### src/rtl/t08_irq_pkg.sv
// Shared types and default sizing for the multi-channel interrupt front end.
package t08_irq_pkg;

    typedef enum logic {
        IRQ_EDGE  = 1'b0,
        IRQ_LEVEL = 1'b1
    } t08_irq_mode_e;

    localparam int T08_IRQ_NUM_CH          = 4;
    localparam int T08_IRQ_SYNC_STAGES     = 2;
    localparam int T08_IRQ_DEBOUNCE_CYCLES = 4;

    // Width of a channel index; a single channel still gets a 1-bit id.
    function automatic int t08_irq_id_width(input int num_ch);
        return (num_ch > 1) ? $clog2(num_ch) : 1;
    endfunction

endpackage

### src/rtl/t08_irq_if.sv
// CPU-side bundle of the interrupt controller: raw lines, configuration,
// acknowledge/clear strobes and the request/status outputs.
interface t08_irq_if
    import t08_irq_pkg::*;
#(
    parameter int NUM_CH = T08_IRQ_NUM_CH,
    parameter int IDW    = t08_irq_id_width(NUM_CH)
) ();

    logic [NUM_CH-1:0] irq_raw_i;
    logic [NUM_CH-1:0] cfg_active_low_i;
    logic [NUM_CH-1:0] cfg_level_mode_i;
    logic [NUM_CH-1:0] cfg_en_i;
    logic              ack_i;
    logic [IDW-1:0]    ack_id_i;
    logic              ovf_clr_i;
    logic              irq_o;
    logic [IDW-1:0]    irq_id_o;
    logic [NUM_CH-1:0] pending_o;
    logic [NUM_CH-1:0] overflow_o;

    modport master (
        output irq_raw_i, cfg_active_low_i, cfg_level_mode_i, cfg_en_i,
        output ack_i, ack_id_i, ovf_clr_i,
        input  irq_o, irq_id_o, pending_o, overflow_o
    );

    modport slave (
        input  irq_raw_i, cfg_active_low_i, cfg_level_mode_i, cfg_en_i,
        input  ack_i, ack_id_i, ovf_clr_i,
        output irq_o, irq_id_o, pending_o, overflow_o
    );

endinterface

### src/rtl/t08_irq_chan.sv
// One interrupt channel: synchroniser, debounce with power-up arming and
// edge/level event detection. The event output is registered.
module t08_irq_chan
    import t08_irq_pkg::*;
#(
    parameter int SYNC_STAGES     = T08_IRQ_SYNC_STAGES,
    parameter int DEBOUNCE_CYCLES = T08_IRQ_DEBOUNCE_CYCLES
) (
    input  logic          clk,
    input  logic          rst,
    input  logic          raw_line,
    input  logic          active_low,
    input  t08_irq_mode_e mode,
    output logic          irq_event
);

    localparam int CW = (DEBOUNCE_CYCLES > 1) ? $clog2(DEBOUNCE_CYCLES) : 1;
    localparam logic [CW-1:0] CNT_LAST = CW'((DEBOUNCE_CYCLES > 0) ? DEBOUNCE_CYCLES - 1 : 0);

    logic [SYNC_STAGES-1:0] sync_q;
    logic [CW-1:0]          cnt_q;
    logic [CW-1:0]          cnt_d;
    logic                   stable_q;
    logic                   stable_d;
    logic                   prev_q;
    logic                   armed_q;
    logic                   armed_d;
    logic                   event_q;
    logic                   norm;
    logic                   accept;

    assign norm   = sync_q[SYNC_STAGES-1] ^ active_low;
    assign accept = (DEBOUNCE_CYCLES == 0) || (cnt_q == CNT_LAST);

    // Until armed, the counter simply times out after reset and the first
    // acceptance adopts whatever level the line has settled to, so an idle
    // active-low line never looks like a fresh assertion.
    always_comb begin
        cnt_d    = cnt_q;
        stable_d = stable_q;
        armed_d  = armed_q;
        if (!armed_q) begin
            if (accept) begin
                stable_d = norm;
                armed_d  = 1'b1;
                cnt_d    = '0;
            end else begin
                cnt_d = cnt_q + 1'b1;
            end
        end else if (norm == stable_q) begin
            cnt_d = '0;
        end else if (accept) begin
            stable_d = norm;
            cnt_d    = '0;
        end else begin
            cnt_d = cnt_q + 1'b1;
        end
    end

    // prev_q follows the newly adopted level on the arming cycle so that
    // arming cannot be mistaken for a rising edge.
    always_ff @(posedge clk or posedge rst) begin
        if (rst) begin
            sync_q   <= '0;
            cnt_q    <= '0;
            stable_q <= 1'b0;
            prev_q   <= 1'b0;
            armed_q  <= 1'b0;
            event_q  <= 1'b0;
        end else begin
            sync_q   <= {sync_q[SYNC_STAGES-2:0], raw_line};
            cnt_q    <= cnt_d;
            stable_q <= stable_d;
            armed_q  <= armed_d;
            prev_q   <= armed_q ? stable_q : stable_d;
            event_q  <= armed_q & stable_q & ((mode == IRQ_LEVEL) | ~prev_q);
        end
    end

    assign irq_event = event_q;

endmodule

### src/rtl/t08_irq_ctrl.sv
// Multi-channel interrupt controller: per-channel front ends, sticky pending
// and overflow flags, acknowledge decode and fixed lowest-index priority.
module t08_irq_ctrl
    import t08_irq_pkg::*;
#(
    parameter int NUM_CH          = T08_IRQ_NUM_CH,
    parameter int SYNC_STAGES     = T08_IRQ_SYNC_STAGES,
    parameter int DEBOUNCE_CYCLES = T08_IRQ_DEBOUNCE_CYCLES
) (
    input  logic     clk,
    input  logic     rst,
    t08_irq_if.slave bus
);

    localparam int IDW = t08_irq_id_width(NUM_CH);

    logic [NUM_CH-1:0] chan_event;
    logic [NUM_CH-1:0] ack_hit;
    logic [NUM_CH-1:0] pending_q;
    logic [NUM_CH-1:0] pending_d;
    logic [NUM_CH-1:0] overflow_q;
    logic [NUM_CH-1:0] overflow_d;
    logic [NUM_CH-1:0] active;
    logic [IDW-1:0]    win_id;

    for (genvar g = 0; g < NUM_CH; g++) begin : g_chan
        t08_irq_chan #(
            .SYNC_STAGES     (SYNC_STAGES),
            .DEBOUNCE_CYCLES (DEBOUNCE_CYCLES)
        ) u_chan (
            .clk        (clk),
            .rst        (rst),
            .raw_line   (bus.irq_raw_i[g]),
            .active_low (bus.cfg_active_low_i[g]),
            .mode       (t08_irq_mode_e'(bus.cfg_level_mode_i[g])),
            .irq_event  (chan_event[g])
        );
    end

    // Ids at or beyond NUM_CH match no channel and are silently ignored.
    always_comb begin
        ack_hit = '0;
        for (int c = 0; c < NUM_CH; c++) begin
            ack_hit[c] = bus.ack_i && (bus.ack_id_i == IDW'(c));
        end
    end

    // An edge event coinciding with its ack keeps the channel pending; a level
    // channel is always asserting, so there the ack wins for one cycle and
    // the next event re-sets it. A fresh overflow beats the clear strobe.
    always_comb begin
        pending_d  = (pending_q & ~ack_hit) | (chan_event & ~(ack_hit & bus.cfg_level_mode_i));
        overflow_d = (bus.ovf_clr_i ? '0 : overflow_q) | (chan_event & pending_q & ~ack_hit);
    end

    always_ff @(posedge clk or posedge rst) begin
        if (rst) begin
            pending_q  <= '0;
            overflow_q <= '0;
        end else begin
            pending_q  <= pending_d;
            overflow_q <= overflow_d;
        end
    end

    always_comb begin
        active = pending_q & bus.cfg_en_i;
        win_id = '0;
        for (int c = NUM_CH - 1; c >= 0; c--) begin
            if (active[c]) begin
                win_id = IDW'(c);
            end
        end
    end

    assign bus.irq_o      = |active;
    assign bus.irq_id_o   = win_id;
    assign bus.pending_o  = pending_q;
    assign bus.overflow_o = overflow_q;

endmodule

### src/flat_wrapper.sv
// flat-port wrapper written by rule: the top's interface ports become plain ports
module t08_irq_ctrl_flat import t08_irq_pkg::*;
#(
    parameter int NUM_CH          = T08_IRQ_NUM_CH,
    parameter int SYNC_STAGES     = T08_IRQ_SYNC_STAGES,
    parameter int DEBOUNCE_CYCLES = T08_IRQ_DEBOUNCE_CYCLES
)
  (clk, rst, bus_irq_raw_i, bus_cfg_active_low_i, bus_cfg_level_mode_i, bus_cfg_en_i, bus_ack_i, bus_ack_id_i, bus_ovf_clr_i, bus_irq_o, bus_irq_id_o, bus_pending_o, bus_overflow_o);
  t08_irq_if #(.NUM_CH(NUM_CH), .IDW((2))) bus_i ();
  input  logic clk;
  input  logic rst;
  input wire logic [$bits(bus_i.irq_raw_i)-1:0] bus_irq_raw_i;
  input wire logic [$bits(bus_i.cfg_active_low_i)-1:0] bus_cfg_active_low_i;
  input wire logic [$bits(bus_i.cfg_level_mode_i)-1:0] bus_cfg_level_mode_i;
  input wire logic [$bits(bus_i.cfg_en_i)-1:0] bus_cfg_en_i;
  input wire logic [$bits(bus_i.ack_i)-1:0] bus_ack_i;
  input wire logic [$bits(bus_i.ack_id_i)-1:0] bus_ack_id_i;
  input wire logic [$bits(bus_i.ovf_clr_i)-1:0] bus_ovf_clr_i;
  output wire logic [$bits(bus_i.irq_o)-1:0] bus_irq_o;
  output wire logic [$bits(bus_i.irq_id_o)-1:0] bus_irq_id_o;
  output wire logic [$bits(bus_i.pending_o)-1:0] bus_pending_o;
  output wire logic [$bits(bus_i.overflow_o)-1:0] bus_overflow_o;
  assign bus_i.irq_raw_i = bus_irq_raw_i;
  assign bus_i.cfg_active_low_i = bus_cfg_active_low_i;
  assign bus_i.cfg_level_mode_i = bus_cfg_level_mode_i;
  assign bus_i.cfg_en_i = bus_cfg_en_i;
  assign bus_i.ack_i = bus_ack_i;
  assign bus_i.ack_id_i = bus_ack_id_i;
  assign bus_i.ovf_clr_i = bus_ovf_clr_i;
  assign bus_irq_o = bus_i.irq_o;
  assign bus_irq_id_o = bus_i.irq_id_o;
  assign bus_pending_o = bus_i.pending_o;
  assign bus_overflow_o = bus_i.overflow_o;
  t08_irq_ctrl #(.NUM_CH(NUM_CH), .SYNC_STAGES(SYNC_STAGES), .DEBOUNCE_CYCLES(DEBOUNCE_CYCLES)) u_core (.clk(clk), .rst(rst), .bus(bus_i));
endmodule
### config.mk
export PLATFORM = sky130hd
export DESIGN_NAME = t08_irq_ctrl_flat
export DESIGN_NICKNAME = d
export VERILOG_FILES = /design/src/rtl/t08_irq_pkg.sv /design/src/rtl/t08_irq_if.sv /design/src/rtl/t08_irq_chan.sv /design/src/rtl/t08_irq_ctrl.sv /design/src/flat_wrapper.sv
export SDC_FILE = /design/constraint.sdc
export NUM_CORES = 1
export LEC_CHECK = 0
export ABC_AREA = 1
export BUFFER_PORTS_ARGS = -buffer_cell sky130_fd_sc_hd__buf_2
export CAP_MARGIN = 30
export CORE_MARGIN = 3
export CORE_UTILIZATION = 57
export CTS_CLUSTER_DIAMETER = 30
export DETAILED_ROUTE_END_ITERATION = 8
export PLACE_DENSITY = 0.9
export SKIP_LAST_GASP = 1
export SYNTH_ARGS = -nofsm -noshare
export SYNTH_HDL_FRONTEND = slang
export SYNTH_SLANG_ARGS = --single-unit
### constraint.sdc
create_clock -name clk -period 3.6 [get_ports clk]
set_clock_uncertainty 0.15 [all_clocks]
set_input_delay 0.36 -clock clk [delete_from_list [all_inputs] [get_ports clk]]
set_output_delay 0.36 -clock clk [all_outputs]
set_load 0.005 [all_outputs]
==> summary.md, run 1 <==
| Metric | Value |
|---|---|
| DR vias/cell | 4.82 |
| Cts bufs inserted | 5 |
| Vias in the first global route | around 1200 |
| DRT Pass-1 Iters | 4 |
| Pin count of the biggest net entering global routing | between 40 and 50 |
| Die ar. | around 3600 um^2 |
| Post-Syn Nets | around 220 |
| Worst hold path stage count | 3 |
| Core Area | ~2800 um^2 |
| Final min period | between 1.5 and 2 ns |
| Setup WS pre-CTS | around 2.2 ns |
| Final Worst Setup Slack | around 1.9 ns |
| Req. time, crit path | between 3 and 4 ns |
| Final ANT Viol Nets | 0 |
| Synth Cell Area | between 1500 and 2000 um^2 |
| Syn-to-layout area delta | 19.7% |
| GP Congestion | 0.700 |
| Critical Path End Type | output port |
| Avg Cell Area, Syn | about 8.9 um^2 |
| Critical path type | reg2out |
| Leakage | 1.17 nW |
| Hold Fails Final Rpt | 0 |
| WL final | around 2.8 mm |
| GRT Total Usage | between 15 and 20% |
| Cell count after synthesis | 190 |
| Setup Viol. Count Final | 0 |
| Clk Latency, worst-skew pair | roughly 0.34 ns |
| CTS Sinks | 40 |
| Setup Buffers After CTS | 0 |
| Hold Path Sink | u_core.g_chan[0].u_chan.irq_event |
| Slew Limit Fails | 0 |
| # hold bufs at CTS | 5 |
| Final nets | 261 |
| Die Height | a little over 60 um |
| Part of the cycle the worst path needs | between 40% and 50% |
| Post-synth top area cell | dfrtp_1 |
| DIE WIDTH | slightly above 60 um |
| DP Cell Count | 254 |
| Row cnt | 19 |
| Fin cells | ~270 |
| Detailed-route DRC error count | 0 |
| Initial antenna violation count | 0 |
| Slew @ Worst Pin | 0.473 ns |
| Power density over the cells | 658 nW/um^2 |
| Rel. slew slack | approximately two thirds |
| CTS Buffer Depth | 2 |
| Clock Pin Slew Worst Setup and Hold Paths | 0.11 ns |
| Layout cell share with drive strength beyond 1 | 18.6% |
| Layout Utilization | between 70% and 80% |
| First-pass GRT wire length | about 4.6 mm |
| Antenna diodes | 0 |
| CTS tree | yes |
| CP max FO | 4 |
| Drt initial violations | 70 |
| Hold_sp | bus_cfg_level_mode_i[0] |
| Critical path launch point type | flop |
| Top post-synthesis cells by area | dfrtp_1, nand2_1, inv_1, nand3_1, ha_1 |
| Worst hold slack | between 0.1 and 0.15 ns |
| FF+latch count, synth | 40 |
| Fin Setup TNS | 0 ns |
| Grt ovf | 0 |
| Post-synth cell types | 11 |
| RSZ-0062 raised after global routing | no |
| Synth top area share | roughly three fifths |
| Post-CTS sizing | 0 |
| Wirelength per Cell | 10.4 um |
| Fmax | roughly 0.59 GHz |
| Starting density of the core | between 60% and 70% |
| Worst-case reg-to-reg path depth | 4 |
| Max Cap Violations | 0 |
| Reg-to-reg slack, setup | approximately 2.4 ns |
| Vias post-DR | ~1300 |
| Reg-to-Reg End | u_core.g_chan[3].u_chan.stable_q |
| RR Startpoint | u_core.g_chan[3].u_chan.cnt_q[0] |
| Sequential area share after synthesis | 59.4% |
| Root Driver | clkbuf_4 |
| Crit path DAT | around 1.2 ns |
| Placed wire-length estimate | about 2.1 mm |
| Synth warn | 0 |
| Port Buffers | 32 |
| Hold Path Class | in2reg |
| Peak supply drop | 0.671 mV |
| CTS H-Tree Depth | 2 |
| Outcome | finished clean |
| # IOs | 33 |
[area by class of cell]
class	count	area (um^2)
fillers	214	763
inverters	40	150
clock inverters	2	35.0
clock buffers	6	41.3
flip-flops and latches	40	1000
well taps	31	38.8
multi-input cells	110	534
repair buffers	38	218
[kinds of logic after synthesis]
group	count (synthesis)	synth area share, %
AO/OA/AOI/OAI	13	4.01
adder cells (fa/ha/maj)	4	2.97
buffers and inverters	40	8.91
flip-flops	40	59.4
AND/OR/NAND/NOR	93	24.7
[placed cells by master, fill, tap and decap left out]
cell           instances
a21boi_0               1
clkbuf_4               5
buf_2                 32
inv_1                 40
nand3_2                4
a21oi_1                4
clkinv_2               1
and2_1                 4
o21ai_0                8
dfrtp_1               40
bufinv_16              1
nor2_1                 5
dlygate4sd3_1          5
buf_4                  1
ha_1                   4
clkbuf_1               1
nand2_1               54
nand3_1               26
[registers in the layout, indices dropped and copies added, names as in the netlist]
| signal | cells |
|---|---|
| u_core.g_chan.u_chan.armed_q | 4 |
| u_core.g_chan.u_chan.cnt_q | 8 |
| u_core.bus.pending_o | 4 |
| u_core.g_chan.u_chan.sync_q | 8 |
| u_core.g_chan.u_chan.prev_q | 4 |
| u_core.bus.overflow_o | 4 |
| u_core.g_chan.u_chan.stable_q | 4 |
| u_core.g_chan.u_chan.irq_event | 4 |
[critical path, cell delays in order (launching register included)]
cell and delay, ns:
dfrtp_1 0.42, nand2_1 0.09, nand3_1 0.06, a21boi_0 0.14
buf_2 0.13
[worst max path at each step]
stage | start | endpoint
global placement | bus_cfg_en_i[2] | bus_irq_id_o[0]
global route | u_core.bus.pending_o[2] | bus_irq_id_o[0]
detailed placement | bus_cfg_en_i[2] | bus_irq_id_o[0]
CTS | u_core.bus.pending_o[2] | bus_irq_id_o[0]
floorplan | rst | u_core.bus.overflow_o[0]
finish | u_core.bus.pending_o[2] | bus_irq_id_o[0]
[synth_stat cells]
cell type and instances:
a21boi_0 1, a21oi_1 4, and2_1 4, dfrtp_1 40
ha_1 4, inv_1 40, nand2_1 54, nand3_1 26
nand3_2 4, nor2_1 5, o21ai_0 8
[per-stage QoR]
| stage | total power [mW] | instance area, um^2 |
|---|---|---|
| after detailed placement | 1.06 | 1890 |
| after floorplan | 0.928 | 1690 |
| after global routing | 1.44 | 2020 |
| after global placement | 1.03 | 1890 |
| final | 1.33 | 2020 |
| after CTS | 1.35 | 2020 |
[power by group]
part / internal [mW] / switching, mW
logic: 0.170 / 0.204
registers: 0.593 / 0.0797
clock network: 0.146 / 0.136
total: 0.909 / 0.419
[per-layer routing]
layer  vias to the layer above  wire length (um)  GRT usage, %
met2                        31              1370          30.6
met1                       577              1140          18.8
met4                         0                79          11.4
met3                         7               195          5.11
li1                        672                 -             -
met5                         -                 0             0
Power figures use the tool's default switching activity.
==> run 2: changes to the inputs <==
--- a/config.mk
+++ b/config.mk
@@ -9,10 +9,10 @@
 export BUFFER_PORTS_ARGS = -buffer_cell sky130_fd_sc_hd__buf_2
 export CAP_MARGIN = 30
 export CORE_MARGIN = 3
-export CORE_UTILIZATION = 57
+export CORE_UTILIZATION = 48
 export CTS_CLUSTER_DIAMETER = 30
 export DETAILED_ROUTE_END_ITERATION = 8
-export PLACE_DENSITY = 0.9
+export PLACE_DENSITY = 0.82
 export SKIP_LAST_GASP = 1
 export SYNTH_ARGS = -nofsm -noshare
 export SYNTH_HDL_FRONTEND = slang
==> constraint.sdc (replaced) <==
create_clock -name clk -period 1.56 [get_ports clk]
set_clock_uncertainty 0.15 [all_clocks]
set_input_delay 0.156 -clock clk [delete_from_list [all_inputs] [get_ports clk]]
set_output_delay 0.156 -clock clk [all_outputs]
set_load 0.005 [all_outputs]
==> summary.md, run 2 (synthesis gave the netlist of run 1 again) <==
| Metric | Value |
|---|---|
| Outcome | finished clean (unchanged) |
| Syn-to-layout area delta | 21.9% (was 19.7%) |
| # IOs | 33 (unchanged) |
| CTS tree | yes (unchanged) |
| Power density over the cells | 1400 nW/um^2 (was 658 nW/um^2) |
| Slowest-stage cell, CP | dfrtp_1 (unchanged) |
| Setup Viol. Count Final | 0 (unchanged) |
| Reg-to-Reg End | u_core.g_chan[3].u_chan.stable_q (unchanged) |
| CP most frequent cell | nand2_1 |
| Hold Path Class | in2reg (unchanged) |
| DIE WIDTH | 65.3 um (was 60.4 um) |
| Initial antenna violation count | 0 (unchanged) |
| CTS Sinks | 40 (unchanged) |
| Critical path launch point type | flop (unchanged) |
| RR Startpoint | u_core.g_chan[3].u_chan.cnt_q[0] (unchanged) |
| Sequential share of power | 54.0% (was 50.7%) |
| Logic gate share of total power | 29.8% (was 28.1%) |
| Die Height | 65.3 um (was 60.4 um) |
| CP max FO | 5 (was 4) |
| Starting density of the core | 52.6% (was 60.6%) |
| Hold Path Sink | u_core.bus.pending_o[1] (was u_core.g_chan[0].u_chan.irq_event) |
| Peak supply drop | 0.656 mV (was 0.671 mV) |
| Placed Area | 1910 um^2 (was 1890 um^2) |
| DP Cell Count | 267 (was 254) |
| Slew @ Worst Pin | 0.480 ns (was 0.473 ns) |
| Cells along the critical path | nand2_1 > nand2_1 > inv_1 > nand3_1 > buf_2 (was nand2_1 > nand3_1 > a21boi_0 > buf_2) |
| Final nets | 266 (was 261) |
| Fmax | 0.680 GHz |
| CTS H-Tree Depth | 2 (unchanged) |
| Row cnt | 20 (was 19) |
| GP Congestion | 0.729 (was 0.700) |
| Req. time, crit path | 1.25 ns (was 3.09 ns) |
| DR vias/cell | 4.51 (was 4.82) |
| First-pass GRT wire length | 4.53 mm (was 4.59 mm) |
| Worst hold path stage count | 4 (was 3) |
| Vias post-DR | 1282 (was 1287) |
| Layout cell share with drive strength beyond 1 | 17.9% (was 18.6%) |
| Slowest stage delay, CP | 0.44 ns (was 0.42 ns) |
| Slew Limit Fails | 0 (unchanged) |
| Reg-to-reg slack, setup | 0.40 ns (was 2.43 ns) |
| Crit path DAT | 1.16 ns (was 1.19 ns) |
| Drt initial violations | 49 (was 70) |
| Vias in the first global route | 1166 (was 1177) |
| GRT Total Usage | 14.0% (was 17.7%) |
| Clk Latency, worst-skew pair | 0.33 ns (was 0.34 ns) |
| Leakage | 1.18 nW (was 1.17 nW) |
| DRT Pass-1 Iters | 4 (unchanged) |
| RSZ-0062 raised after global routing | no (unchanged) |
| Fin cells | 284 (was 267) |
| Antenna diodes | 0 (unchanged) |
| Rel. slew slack | 68.0% (was 68.5%) |
| Port Buffers | 32 (unchanged) |
| Critical path type | reg2out (unchanged) |
| Leading cell type in the layout, fill and taps excluded | nand2_1 (unchanged) |
| Grt ovf | 0 (unchanged) |
| Fin Setup TNS | 0 ns (unchanged) |
| CTS Buffer Depth | 2 (unchanged) |
| Final Instance Area | 2050 um^2 (was 2020 um^2) |
| Die ar. | 4260 um^2 (was 3650 um^2) |
| Wirelength per Cell | 9.51 um (was 10.4 um) |
| Detailed-route DRC error count | 0 (unchanged) |
| Root Driver | clkbuf_4 (unchanged) |
| Final min period | around 1.5 ns |
| Final Power | 2.87 mW (was 1.33 mW) |
| WL final | 2.70 mm (was 2.79 mm) |
| Clock Pin Slew Worst Setup and Hold Paths | 0.11 ns (about the same) |
| Pin count of the biggest net entering global routing | 41 (unchanged) |
| Hold Fails Final Rpt | 0 (unchanged) |
| Power Internal | 1.93 mW (was 0.909 mW) |
| Worst-case reg-to-reg path depth | 4 (unchanged) |
| Cts bufs inserted | 5 (unchanged) |
| Clock network power share | 16.1% (was 21.2%) |
| Sw frac | 32.6% (was 31.6%) |
| Max Cap Violations | 0 (unchanged) |
| Placed wire-length estimate | 1.99 mm (was 2.12 mm) |
| Final ANT Viol Nets | 0 (unchanged) |
| Part of the cycle the worst path needs | ~94% |
| Most frequent cells in the layout | nand2_1, inv_1, dfrtp_1 (unchanged) |
| Critical Path End Type | output port (unchanged) |
| P_sw | 0.935 mW (was 0.419 mW) |
| Core Area | 3200 um^2 (was 2780 um^2) |
| Hold_sp | bus_ack_id_i[0] (was bus_cfg_level_mode_i[0]) |
| Regs by FF count | u_core.g_chan.u_chan.cnt_q: 8 flops, u_core.g_chan.u_chan.sync_q: 8 flops (unchanged) |
==> run 2: cell types whose count changed in the layout (fill, tap and decap cells not counted), sizes merged <==
cell	change
dlygate4sd3	+5
bufinv	-1
==> run 2: power groups by stage <==
| stage | logic, mW | registers, mW | clock network, mW |
|---|---|---|---|
| floorplan | 0.597 | 1.55 | 0 |
| global placement | 0.819 | 1.56 | 0 |
| detailed placement | 0.853 | 1.58 | 0 |
| CTS | 0.875 | 1.55 | 0.489 |
| global route | 1.02 | 1.59 | 0.535 |
| finish | 0.856 | 1.55 | 0.462 |
==> run 2: worst max path at each step <==
stage | start | to | slack (ns) | cells past startpoint
final | u_core.bus.pending_o[3] | bus_irq_o | 0.09 | 5
after global routing | u_core.bus.pending_o[3] | bus_irq_o | 0.006 | 5
after CTS | u_core.bus.pending_o[2] | bus_irq_id_o[0] | 0.05 | 4
after detailed placement | u_core.g_chan[1].u_chan.cnt_q[0] | u_core.g_chan[1].u_chan.stable_q | 0.41 | 4
after global placement | u_core.g_chan[3].u_chan.cnt_q[0] | u_core.g_chan[3].u_chan.stable_q | 0.44 | 4
after floorplan | rst | u_core.bus.overflow_o[0] | 0.34 | 1
==> run 2: layer usage <==
| metal | up-vias | share of wire [%] | GRT usage (%) |
|---|---|---|---|
| met5 | - | 0 | 0 |
| met4 | 0 | 1.4 | 7.77 |
| met2 | 37 | 46 | 23.8 |
| li1 | 681 | - | - |
| met3 | 5 | 6.8 | 3.76 |
| met1 | 559 | 46 | 16.0 |
==> run 2: stage by stage <==
step,hold slack [ns],util [%],worst slack (ns)
after floorplan,0.0374,-,0.336
after CTS,0.0193,64.1,0.0528
after detailed placement,0.116,59.6,0.414
after global routing,0.0354,64.1,0.00632
final,0.0512,64.1,0.0904
after global placement,0.114,59.6,0.435
==> run 2: timing repair <==
action / in CTS / in global routing
setup buffers: 0 / 0
resized for setup: 0 / 1
hold endpoints to repair: 56 / 0
setup endpoints to repair: 0 / 1
hold buffers: 10 / 0
==> run 2: worst max-delay path, delay by kind of cell, from the launching register on <==
family / cells / cell delay, ns
and+or+nand+nor: 3 / 0.20
buffers and inverters: 2 / 0.19
DFF: 1 / 0.44
==> run 2: cell type report <==
class	instances	area, um^2
inverters	40	150
repair buffers	43	268
clock buffers	6	41.3
flip-flops and latches	40	1000
clock inverters	1	5.00
multi-input cells	110	534
well taps	44	55.1
fillers	275	1150
